$ cat src/rtl/tlk2711_pkg.sv
// Shared types and constants for the TLK2711 AXI read arbiter.
package tlk2711_pkg;
  localparam int         NUM_REQ        = 2;
  localparam logic [1:0] AXI_RESP_OKAY  = 2'b00;
  localparam logic [1:0] AXI_BURST_INCR = 2'b01;

  typedef enum logic [1:0] {
    ST_IDLE,
    ST_ADDR,
    ST_DATA
  } arb_state_t;
endpackage

$ cat src/rtl/tlk2711_axi_rd_arb_if.sv
// AXI read address/data channel bundle; master drives AR and rready, slave drives arready and R.
interface tlk2711_axi_rd_arb_if #(
  parameter int ADDR_WIDTH = 40,
  parameter int DATA_WIDTH = 128
);
  logic                  arvalid;
  logic                  arready;
  logic [ADDR_WIDTH-1:0] araddr;
  logic [7:0]            arlen;
  logic [3:0]            arid;
  logic [2:0]            arsize;
  logic [1:0]            arburst;
  logic [DATA_WIDTH-1:0] rdata;
  logic [1:0]            rresp;
  logic                  rlast;
  logic                  rvalid;
  logic                  rready;

  modport master (
    output arvalid, araddr, arlen, arid, arsize, arburst, rready,
    input  arready, rdata, rresp, rlast, rvalid
  );

  // Requesters only present address, length and rready to the arbiter.
  modport slave (
    input  arvalid, araddr, arlen, rready,
    output arready, rdata, rresp, rlast, rvalid
  );
endinterface

$ cat src/rtl/tlk2711_rr_sel.sv
// Two-input round-robin selector: prio names the requester that wins a tie.
module tlk2711_rr_sel
  import tlk2711_pkg::*;
(
  input  logic [NUM_REQ-1:0] req,
  input  logic               prio,
  output logic [NUM_REQ-1:0] gnt
);
  always_comb begin
    gnt = '0;
    if (req[prio])
      gnt[prio] = 1'b1;
    else if (req[~prio])
      gnt[~prio] = 1'b1;
  end
endmodule

$ cat src/rtl/tlk2711_axi_rd_arb.sv
// Two-requester AXI read arbiter with a single burst outstanding on the shared HP port.
// Optional per-requester burst counters are enabled by defining TLK2711_ARB_STATS_EN.
//
// state   | meaning
// ST_IDLE | offer arready to the round-robin winner, capture its request
// ST_ADDR | present captured address to the slave until arready
// ST_DATA | route R beats to the granted requester until rlast
module tlk2711_axi_rd_arb
  import tlk2711_pkg::*;
#(
  parameter int ADDR_WIDTH = 40,
  parameter int DATA_WIDTH = 128
) (
  input  logic clk,
  input  logic rst,
  tlk2711_axi_rd_arb_if.slave  s0,
  tlk2711_axi_rd_arb_if.slave  s1,
  tlk2711_axi_rd_arb_if.master m_axi,
  output logic o_rd_err,
  input  logic i_err_clr
`ifdef TLK2711_ARB_STATS_EN
  ,
  output logic [31:0] o_burst_cnt0,
  output logic [31:0] o_burst_cnt1
`endif
);
  arb_state_t            state;
  logic [ADDR_WIDTH-1:0] addr_q;
  logic [7:0]            len_q;
  logic                  gnt_idx;
  logic                  prio;
  logic                  arvalid_q;
  logic                  rd_err;
  logic [NUM_REQ-1:0]    req;
  logic [NUM_REQ-1:0]    gnt;
  logic                  in_idle;
  logic                  in_data;
  logic                  beat_ok;
  logic                  burst_done;

  assign req = {s1.arvalid, s0.arvalid};

  tlk2711_rr_sel u_rr_sel (
    .req  (req),
    .prio (prio),
    .gnt  (gnt)
  );

  assign in_idle    = (state == ST_IDLE);
  assign in_data    = (state == ST_DATA);
  assign beat_ok    = in_data & m_axi.rvalid & m_axi.rready;
  assign burst_done = beat_ok & m_axi.rlast;

  // arready is gated by rst so nothing is accepted while reset is held.
  assign s0.arready = in_idle & gnt[0] & ~rst;
  assign s1.arready = in_idle & gnt[1] & ~rst;

  assign m_axi.arvalid = arvalid_q;
  assign m_axi.araddr  = addr_q;
  assign m_axi.arlen   = len_q;
  assign m_axi.arid    = {3'b000, gnt_idx};
  assign m_axi.arsize  = 3'($clog2(DATA_WIDTH / 8));
  assign m_axi.arburst = AXI_BURST_INCR;
  assign m_axi.rready  = in_data & (gnt_idx ? s1.rready : s0.rready);

  assign s0.rdata  = m_axi.rdata;
  assign s0.rresp  = m_axi.rresp;
  assign s0.rlast  = m_axi.rlast;
  assign s0.rvalid = in_data & ~gnt_idx & m_axi.rvalid;
  assign s1.rdata  = m_axi.rdata;
  assign s1.rresp  = m_axi.rresp;
  assign s1.rlast  = m_axi.rlast;
  assign s1.rvalid = in_data & gnt_idx & m_axi.rvalid;

  assign o_rd_err = rd_err;

  always_ff @(posedge clk or posedge rst) begin
    if (rst) begin
      state     <= ST_IDLE;
      addr_q    <= '0;
      len_q     <= '0;
      gnt_idx   <= 1'b0;
      prio      <= 1'b0;
      arvalid_q <= 1'b0;
      rd_err    <= 1'b0;
    end else begin
      case (state)
        ST_IDLE: begin
          if (|gnt) begin
            addr_q    <= gnt[1] ? s1.araddr : s0.araddr;
            len_q     <= gnt[1] ? s1.arlen  : s0.arlen;
            gnt_idx   <= gnt[1];
            prio      <= ~gnt[1];
            arvalid_q <= 1'b1;
            state     <= ST_ADDR;
          end
        end
        ST_ADDR: begin
          if (m_axi.arready) begin
            arvalid_q <= 1'b0;
            state     <= ST_DATA;
          end
        end
        ST_DATA: begin
          if (burst_done)
            state <= ST_IDLE;
        end
        default: state <= ST_IDLE;
      endcase

      // A new error beat wins over a clear in the same cycle.
      if (beat_ok && (m_axi.rresp != AXI_RESP_OKAY))
        rd_err <= 1'b1;
      else if (i_err_clr)
        rd_err <= 1'b0;
    end
  end

`ifdef TLK2711_ARB_STATS_EN
  logic [31:0] cnt0;
  logic [31:0] cnt1;

  always_ff @(posedge clk or posedge rst) begin
    if (rst) begin
      cnt0 <= '0;
      cnt1 <= '0;
    end else if (i_err_clr) begin
      cnt0 <= '0;
      cnt1 <= '0;
    end else if (burst_done) begin
      if (gnt_idx)
        cnt1 <= cnt1 + 32'd1;
      else
        cnt0 <= cnt0 + 32'd1;
    end
  end

  assign o_burst_cnt0 = cnt0;
  assign o_burst_cnt1 = cnt1;
`endif
endmodule

$ cat src/flat_wrapper.sv
// flat-port wrapper written by rule: the top's interface ports become plain ports
module tlk2711_axi_rd_arb_flat import tlk2711_pkg::*;
#(
  parameter int ADDR_WIDTH = 40,
  parameter int DATA_WIDTH = 128
)
  (clk, rst, o_rd_err, i_err_clr, s0_arvalid, s0_araddr, s0_arlen, s0_rready, s0_arready, s0_rdata, s0_rresp, s0_rlast, s0_rvalid, s1_arvalid, s1_araddr, s1_arlen, s1_rready, s1_arready, s1_rdata, s1_rresp, s1_rlast, s1_rvalid, m_axi_arvalid, m_axi_araddr, m_axi_arlen, m_axi_arid, m_axi_arsize, m_axi_arburst, m_axi_rready, m_axi_arready, m_axi_rdata, m_axi_rresp, m_axi_rlast, m_axi_rvalid);
  tlk2711_axi_rd_arb_if #(.ADDR_WIDTH(ADDR_WIDTH), .DATA_WIDTH(DATA_WIDTH)) s0_i ();
  tlk2711_axi_rd_arb_if #(.ADDR_WIDTH(ADDR_WIDTH), .DATA_WIDTH(DATA_WIDTH)) s1_i ();
  tlk2711_axi_rd_arb_if #(.ADDR_WIDTH(ADDR_WIDTH), .DATA_WIDTH(DATA_WIDTH)) m_axi_i ();
  input  logic clk;
  input  logic rst;
  output logic o_rd_err;
  input  logic i_err_clr;
  input wire logic [$bits(s0_i.arvalid)-1:0] s0_arvalid;
  input wire logic [$bits(s0_i.araddr)-1:0] s0_araddr;
  input wire logic [$bits(s0_i.arlen)-1:0] s0_arlen;
  input wire logic [$bits(s0_i.rready)-1:0] s0_rready;
  output wire logic [$bits(s0_i.arready)-1:0] s0_arready;
  output wire logic [$bits(s0_i.rdata)-1:0] s0_rdata;
  output wire logic [$bits(s0_i.rresp)-1:0] s0_rresp;
  output wire logic [$bits(s0_i.rlast)-1:0] s0_rlast;
  output wire logic [$bits(s0_i.rvalid)-1:0] s0_rvalid;
  input wire logic [$bits(s1_i.arvalid)-1:0] s1_arvalid;
  input wire logic [$bits(s1_i.araddr)-1:0] s1_araddr;
  input wire logic [$bits(s1_i.arlen)-1:0] s1_arlen;
  input wire logic [$bits(s1_i.rready)-1:0] s1_rready;
  output wire logic [$bits(s1_i.arready)-1:0] s1_arready;
  output wire logic [$bits(s1_i.rdata)-1:0] s1_rdata;
  output wire logic [$bits(s1_i.rresp)-1:0] s1_rresp;
  output wire logic [$bits(s1_i.rlast)-1:0] s1_rlast;
  output wire logic [$bits(s1_i.rvalid)-1:0] s1_rvalid;
  output wire logic [$bits(m_axi_i.arvalid)-1:0] m_axi_arvalid;
  output wire logic [$bits(m_axi_i.araddr)-1:0] m_axi_araddr;
  output wire logic [$bits(m_axi_i.arlen)-1:0] m_axi_arlen;
  output wire logic [$bits(m_axi_i.arid)-1:0] m_axi_arid;
  output wire logic [$bits(m_axi_i.arsize)-1:0] m_axi_arsize;
  output wire logic [$bits(m_axi_i.arburst)-1:0] m_axi_arburst;
  output wire logic [$bits(m_axi_i.rready)-1:0] m_axi_rready;
  input wire logic [$bits(m_axi_i.arready)-1:0] m_axi_arready;
  input wire logic [$bits(m_axi_i.rdata)-1:0] m_axi_rdata;
  input wire logic [$bits(m_axi_i.rresp)-1:0] m_axi_rresp;
  input wire logic [$bits(m_axi_i.rlast)-1:0] m_axi_rlast;
  input wire logic [$bits(m_axi_i.rvalid)-1:0] m_axi_rvalid;
  assign s0_i.arvalid = s0_arvalid;
  assign s0_i.araddr = s0_araddr;
  assign s0_i.arlen = s0_arlen;
  assign s0_i.rready = s0_rready;
  assign s0_arready = s0_i.arready;
  assign s0_rdata = s0_i.rdata;
  assign s0_rresp = s0_i.rresp;
  assign s0_rlast = s0_i.rlast;
  assign s0_rvalid = s0_i.rvalid;
  assign s1_i.arvalid = s1_arvalid;
  assign s1_i.araddr = s1_araddr;
  assign s1_i.arlen = s1_arlen;
  assign s1_i.rready = s1_rready;
  assign s1_arready = s1_i.arready;
  assign s1_rdata = s1_i.rdata;
  assign s1_rresp = s1_i.rresp;
  assign s1_rlast = s1_i.rlast;
  assign s1_rvalid = s1_i.rvalid;
  assign m_axi_arvalid = m_axi_i.arvalid;
  assign m_axi_araddr = m_axi_i.araddr;
  assign m_axi_arlen = m_axi_i.arlen;
  assign m_axi_arid = m_axi_i.arid;
  assign m_axi_arsize = m_axi_i.arsize;
  assign m_axi_arburst = m_axi_i.arburst;
  assign m_axi_rready = m_axi_i.rready;
  assign m_axi_i.arready = m_axi_arready;
  assign m_axi_i.rdata = m_axi_rdata;
  assign m_axi_i.rresp = m_axi_rresp;
  assign m_axi_i.rlast = m_axi_rlast;
  assign m_axi_i.rvalid = m_axi_rvalid;
  tlk2711_axi_rd_arb #(.ADDR_WIDTH(ADDR_WIDTH), .DATA_WIDTH(DATA_WIDTH)) u_core (.clk(clk), .rst(rst), .s0(s0_i), .s1(s1_i), .m_axi(m_axi_i), .o_rd_err(o_rd_err), .i_err_clr(i_err_clr));
endmodule
$ cat config.mk
export PLATFORM = sky130hd
export DESIGN_NAME = tlk2711_axi_rd_arb_flat
export DESIGN_NICKNAME = d
export VERILOG_FILES = /design/src/rtl/tlk2711_pkg.sv /design/src/rtl/tlk2711_axi_rd_arb_if.sv /design/src/rtl/tlk2711_rr_sel.sv /design/src/rtl/tlk2711_axi_rd_arb.sv /design/src/flat_wrapper.sv
export SDC_FILE = /design/constraint.sdc
export NUM_CORES = 1
export LEC_CHECK = 0
export ABC_AREA = 0
export ABC_CLOCK_PERIOD_IN_PS = 2750
export CORE_AREA = 2 2 218 220
export DETAILED_ROUTE_END_ITERATION = 8
export DIE_AREA = 0 0 220 222
export PLACE_DENSITY_LB_ADDON = 0.05
export SYNTH_ARGS = -nofsm -noshare
export SYNTH_HDL_FRONTEND = slang
export SYNTH_SLANG_ARGS = --single-unit
$ cat constraint.sdc
create_clock -name clk -period 2.75 [get_ports clk]
set_input_delay 0.4125 -clock clk [delete_from_list [all_inputs] [get_ports clk]]
set_output_delay 0.4125 -clock clk [all_outputs]
set_load 0.05 [all_outputs]
==> results of run 1 <==
-- area by class of cell --
type	instances	area share, %
Multi-Input combinational cell	151	20.98
Clock buffer	5	2.414
Clock inverter	3	0.8689
Inverter	3	0.2172
Sequential cell	54	26.07
Tap cell	607	14.65
Timing Repair Buffer	178	34.81
-- per-stage QoR --
stage | worst slack (ns) | power, uW | utilization (%)
after CTS | 0.1720 | 5991 | 11.21
after global routing | 0.07028 | 6178 | 11.21
final | 0.2707 | 5816 | 11.21
after detailed placement | 0.4061 | 5088 | 10.84
after floorplan | 0.6523 | 4703 | -
after global placement | 0.3893 | 5109 | 10.84
-- layout by cell type (no fill, tap or decap), types with 4 or more instances in the layout --
cell type        netlist  routed
nand3_1               10      10
clkdlybuf4s50_1        0     167
a221o_1               39      39
a21boi_0              40      40
nand2_1                7       7
nor2_1                 4       4
clkbuf_16              0       5
buf_4                271       7
a31oi_1                8       8
dfrtp_1               54      54
conb_1                 2       8
o21ai_0               10      10
a21oi_1                8       8
buf_12                 0       4
-- registers in the layout, summed over array words and instances, names as in the netlist --
register	count
u_core.gnt_idx	1
u_core.m_axi.araddr	40
u_core.m_axi.arlen	8
u_core.m_axi.arvalid	1
u_core.o_rd_err	1
u_core.prio	1
u_core.state	2
-- where the power goes --
group | internal, uW | switching, uW
combinational | 1290 | 2280
sequential | 1180 | 244
clock | 433 | 394
-- synth_stat cells --
master / n / area share [%]
a21boi_0: 40 / 6.5
a21o_2: 2 / 0.38
a21oi_1: 8 / 0.87
a221o_1: 39 / 8.5
a221o_2: 1 / 0.25
a31oi_1: 8 / 1.1
and2_0: 1 / 0.14
and3_1: 2 / 0.27
and3_4: 1 / 0.25
buf_2: 6 / 0.65
buf_4: 271 / 44
buf_6: 6 / 1.5
clkbuf_1: 11 / 0.90
conb_1: 2 / 0.16
dfrtp_1: 54 / 29
inv_1: 3 / 0.25
mux2i_1: 1 / 0.22
nand2_1: 7 / 0.57
nand2b_1: 2 / 0.27
nand3_1: 10 / 1.1
nand3b_1: 1 / 0.16
nor2_1: 4 / 0.33
nor2_2: 1 / 0.14
nor2b_1: 3 / 0.41
o21ai_0: 10 / 1.1
o32ai_1: 1 / 0.19
or2_2: 1 / 0.14
-- logic make-up after synthesis --
| group | Yosys count |
|---|---|
| other cells | 2 |
| simple gates | 33 |
| flops | 54 |
| buf+inv | 297 |
| mux | 1 |
| compound gates | 109 |
-- critical path, delay by kind of cell (launching register included) --
kind / cells / cell delay [ns]
AND/OR/NAND/NOR: 3 / 0.50
flip-flops: 1 / 0.43
buffers and inverters: 1 / 0.81
-- routing by layer --
metal	share of wire (%)	vias to the layer above
met3	14	56
met2	46	253
met4	3.0	0
li1	-	1198
met1	37	1335
met5	0	-
-- path summary, 6_finish.rpt --
path,start,to,cells after the start
max,u_core.state[0],s0_rvalid,4
min,u_core.m_axi.arvalid,u_core.m_axi.arvalid,2
max reg2reg,u_core.state[1],u_core.m_axi.araddr[8],3
min reg2reg,u_core.m_axi.arvalid,u_core.m_axi.arvalid,2
max in group asynchronous,rst,u_core.m_axi.araddr[14],3
min in group asynchronous,rst,u_core.gnt_idx,2
==> out/metrics.csv, run 1 <==
metric,value,unit
final worst-path cycle share,90.15,%
"Cell Area, Synth",4594,sq um
min Tclk post-route,2.479,ns
number of synthesized register bits,54,
I/O pin count,562,
RSZ-0062 raised after global routing,false,
PostCTS Resize Cnt,0,
Syn Area/Cell,9.263,sq um
post-synthesis compound-gate area fraction,18.90,%
clk_skew,0.01508,ns
DRT Wirelength,17570,um
GRT Total Usage,7.065,%
fmax,403.3,MHz
Post-DP Area,5014,sq um
Finished Cell Area,5184,sq um
"Seq/Total Area, Yosys",29.41,%
Setup crit end kind,output pin,
DR vias/cell,2.839,
LEAKAGE,0.001839,uW
Worst-Skew Late Latency,0.34,ns
layer carrying the most global-route usage,met2,
simple-gate area share of the yosys netlist,3.758,%
grt met1 use,7.415,%
Adder-Cell Fraction of Synth Area,0,%
Avg WL per Cell,17.56,um
max incr delay on CP,0.81,ns
DP Cell Count,993,
final setup violating endpoints,0,
slowest CP cell,clkdlybuf4s50_1,
main combinational cell family by area after synthesis,buffers and inverters,
GRT met2 Usage,11.05,%
Synth Instances,496,
layout cell share with drive strength beyond 1,6.853,%
CTS tree,built,
endpoints failing hold,0,
synth-to-layout area growth,12.83,%
post-synthesis mux area share,0.2179,%
slew at the pin closest to its max-slew limit,0.7241,ns
Critical Path Source Type,flop,
Pins Over Slew Limit,0,
"Max FO, Critical Path",4,
NumNets Final,629,
Post-Synth XOR/XNOR Area,0,%
hold crit path type,reg2reg,
Reg area,1351,sq um
CP Class,reg2out,
# rows,79,
core area,46260,sq um
ANT cells,0,
CP arrival,2.07,ns
met3 Use GR,4.294,%
DRC viols,0,
first-pass GRT wire length,24390,um
pwr dens,1122,nW/um^2
pin count of the biggest net entering global routing,42,
initial core utilization,9.932,%
die area,48840,sq um
DR vias,2842,
number of clock sinks,54,
Max Cap Viol,0,
Port Buffers,169,
CTS max path bufs,2,
Yosys warnings,0,
Die X,220,um
Clk Tree Root Cell,clkbuf_16,
H-tree level count,2,
DP Wirelength,13000,um
iteration count of the initial detailed-routing pass,4,
Die Span Y,222,um
hold_ws,0.5036,ns
Max-Slew Margin vs Limit,51.73,%
initial antenna violation count,0,
post-synth cell types,27,
WP data required,2.34,ns
status,"complete, no violations",
via count of the first global-routing pass,3291,
filler cell count,5309,
Initial DRC Count,113,
routability cong.,0.6489,
Post-CTS Hold Buffers,0,
worst vdd ir,0.0003102,V
Post CTS Setup Buffer Count,0,
Routed Antenna Nets,0,
total negative slack,0,ns
CTS buffer count,5,
CP cell instances,nor2b_1 -> nand2_1 -> nor2_1 -> clkdlybuf4s50_1,
area of the multi-input gates,1087,sq um
Final Instance Count excl. Fillers,1001,
R2R setup slack,1.01,ns
grt total ovfl,0,
"CTS clk-pin slew, worst paths",0.08,ns
No activity file was read; power rests on OpenSTA's default activity.
==> run 2, diff against run 1 <==
--- a/config.mk
+++ b/config.mk
@@ -11,6 +11,7 @@
 export DETAILED_ROUTE_END_ITERATION = 8
 export DIE_AREA = 0 0 220 222
 export PLACE_DENSITY_LB_ADDON = 0.05
+export SLEW_MARGIN = 20
 export SYNTH_ARGS = -nofsm -noshare
 export SYNTH_HDL_FRONTEND = slang
 export SYNTH_SLANG_ARGS = --single-unit
==> results of run 2 <==
Same layout as run 1: the final DEF is identical, and so are final timing and power.
==> edit, RTL diff (config.mk and constraints of run 1) <==
`ADDR_WIDTH` is set to 40 in 3 places; all go to 60.
--- a/src/rtl/tlk2711_axi_rd_arb_if.sv
+++ b/src/rtl/tlk2711_axi_rd_arb_if.sv
@@ -1,6 +1,6 @@
 // AXI read address/data channel bundle; master drives AR and rready, slave drives arready and R.
 interface tlk2711_axi_rd_arb_if #(
-  parameter int ADDR_WIDTH = 40,
+  parameter int ADDR_WIDTH = 60,
   parameter int DATA_WIDTH = 128
 );
   logic                  arvalid;
--- a/src/rtl/tlk2711_axi_rd_arb.sv
+++ b/src/rtl/tlk2711_axi_rd_arb.sv
@@ -8,7 +8,7 @@
 module tlk2711_axi_rd_arb
   import tlk2711_pkg::*;
 #(
-  parameter int ADDR_WIDTH = 40,
+  parameter int ADDR_WIDTH = 60,
   parameter int DATA_WIDTH = 128
 ) (
   input  logic clk,
--- a/src/flat_wrapper.sv
+++ b/src/flat_wrapper.sv
@@ -1,7 +1,7 @@
 // flat-port wrapper written by rule: the top's interface ports become plain ports
 module tlk2711_axi_rd_arb_flat import tlk2711_pkg::*;
 #(
-  parameter int ADDR_WIDTH = 40,
+  parameter int ADDR_WIDTH = 60,
   parameter int DATA_WIDTH = 128
 )
   (clk, rst, o_rd_err, i_err_clr, s0_arvalid, s0_araddr, s0_arlen, s0_rready, s0_arready, s0_rdata, s0_rresp, s0_rlast, s0_rvalid, s1_arvalid, s1_araddr, s1_arlen, s1_rready, s1_arready, s1_rdata, s1_rresp, s1_rlast, s1_rvalid, m_axi_arvalid, m_axi_araddr, m_axi_arlen, m_axi_arid, m_axi_arsize, m_axi_arburst, m_axi_rready, m_axi_arready, m_axi_rdata, m_axi_rresp, m_axi_rlast, m_axi_rvalid);
Ports: changed (resized m_axi_araddr, s0_araddr and s1_araddr); port bits go from 562 to 622. The function was not compared with the original's and may differ.
==> edit against run 1 <==
Synthesized area increased by 23%. Die area unchanged. Routed wire length grew 43%. Sequential cell count up 20. Cell area rose by 34%. Combinational power grew 41%. Sequential share of layout area increased by 0.60 points. Worst setup slack got worse by 5.2 ps. Clock power increased by 75%. Critical path type unchanged. Total power grew 44%.
==> edit: results (changes against run 1) <==
stage;metric;value;unit;change
logic_synthesis;register area share after synthesis;32.65;%;+3.2 points
placement;PortBufs;229;;+36%
cts;H-tree levels;3;;+1
sta;Clock Skew;13.35;ps;-1.728 ps
cts;TritonCTS buffer count;9;;+4
power;leak pwr;2.535;nW;+38%
cells_and_area;final net count;814;;+29%
logic_synthesis;mux cell area share after synthesis;0.1765;%;-0.041 points
global_routing;first-pass GRT wire length;34660;µm;+42%
cells_and_area;Multi-In Gates;211;;+40%
logic_synthesis;Synth top cells by count;271 x buf_4, 74 x dfrtp_1, 50 x a221o_1, 49 x a21boi_0, 20 x nand3_1;;
cells_and_area;Final non-clock buffer share;35.11;%;+0.30 points
cells_and_area;area of the multi-input gates;1540;µm²;+42%
power;Flop pwr share;23.1;%;-1.4 points
cells_and_area;# diodes;1;;+1
sta;worst slew pin tran;818.1;ps;+94.03 ps
logic_synthesis;Synth Area in Compound Gates;22.30;%;+3.4 points
placement;hpwl dp;18200;µm;+40%
global_routing;vias in the first global route;4338;;+32%
cells_and_area;sequential share of cell area;26.67;%;+0.60 points
cells_and_area;max reg flops;60;;+50%
cts;Clock transition at path regs;60;ps;-20 ps
global_routing;Tot GR Track Use;10.10;%;+3.0 points
cells_and_area;clk cell area share;4.866;%;+1.6 points
logic_synthesis;number of synthesized register bits;74;;+37%
cells_and_area;fillcell total;5222;;-1.6%
placement;GPL Wtd Cong;0.7225;;+11%
cells_and_area;clock buffer count;11;;+6
drt;Initial DRC Count;139;;+23%
status;outcome;completed;;
drt;final wirelength;25150;µm;+43%
power;worst vdd ir;501.4;µV;+62%
cells_and_area;Non-clk bufs;239;;+34%
logic_synthesis;top post-synthesis cells by area;buf_4 36%, dfrtp_1 33%, a221o_1 8.8%, a21boi_0 6.5%, buf_6 3.2%;;
placement;Setup WS pre-CTS;413.0;ps;+6.884 ps
global_routing;initial antenna violation count;2;;+2
power;Switching Fraction;49.11;%;-1.0 points
drt;total number of vias;3970;;+40%
[edit: metrics by stage]
step,power (W),area (µm²),std cells
global route,0.008891,6940,1150
finish,0.008404,6943,1151
detailed placement,0.007075,6603,1134
global placement,0.007080,6603,1134
floorplan,0.006210,5694,595
CTS,0.008615,6940,1150
[edit: path summary, 6_finish.rpt]
kind	slack, ps	end	start
hold / removal	490	u_core.m_axi.arvalid	u_core.m_axi.arvalid
setup reg to reg	860	u_core.m_axi.araddr[5]	u_core.state[0]
hold reg to reg	490	u_core.m_axi.arvalid	u_core.m_axi.arvalid
max in group asynchronous	1750	u_core.m_axi.araddr[0]	rst
min in group asynchronous	560	u_core.prio	rst
setup / recovery	270	s0_rvalid	u_core.state[0]
[edit: routing by layer]
| metal | GRT usage [%] | up-vias | wire length (µm) |
|---|---|---|---|
| met1 | 10.90 | 1884 | 9728 |
| met3 | 6.132 | 59 | 3084 |
| met4 | 3.854 | 4 | 651 |
| met5 | 0 | - | 23 |
| met2 | 15.99 | 349 | 11660 |
| li1 | - | 1674 | - |
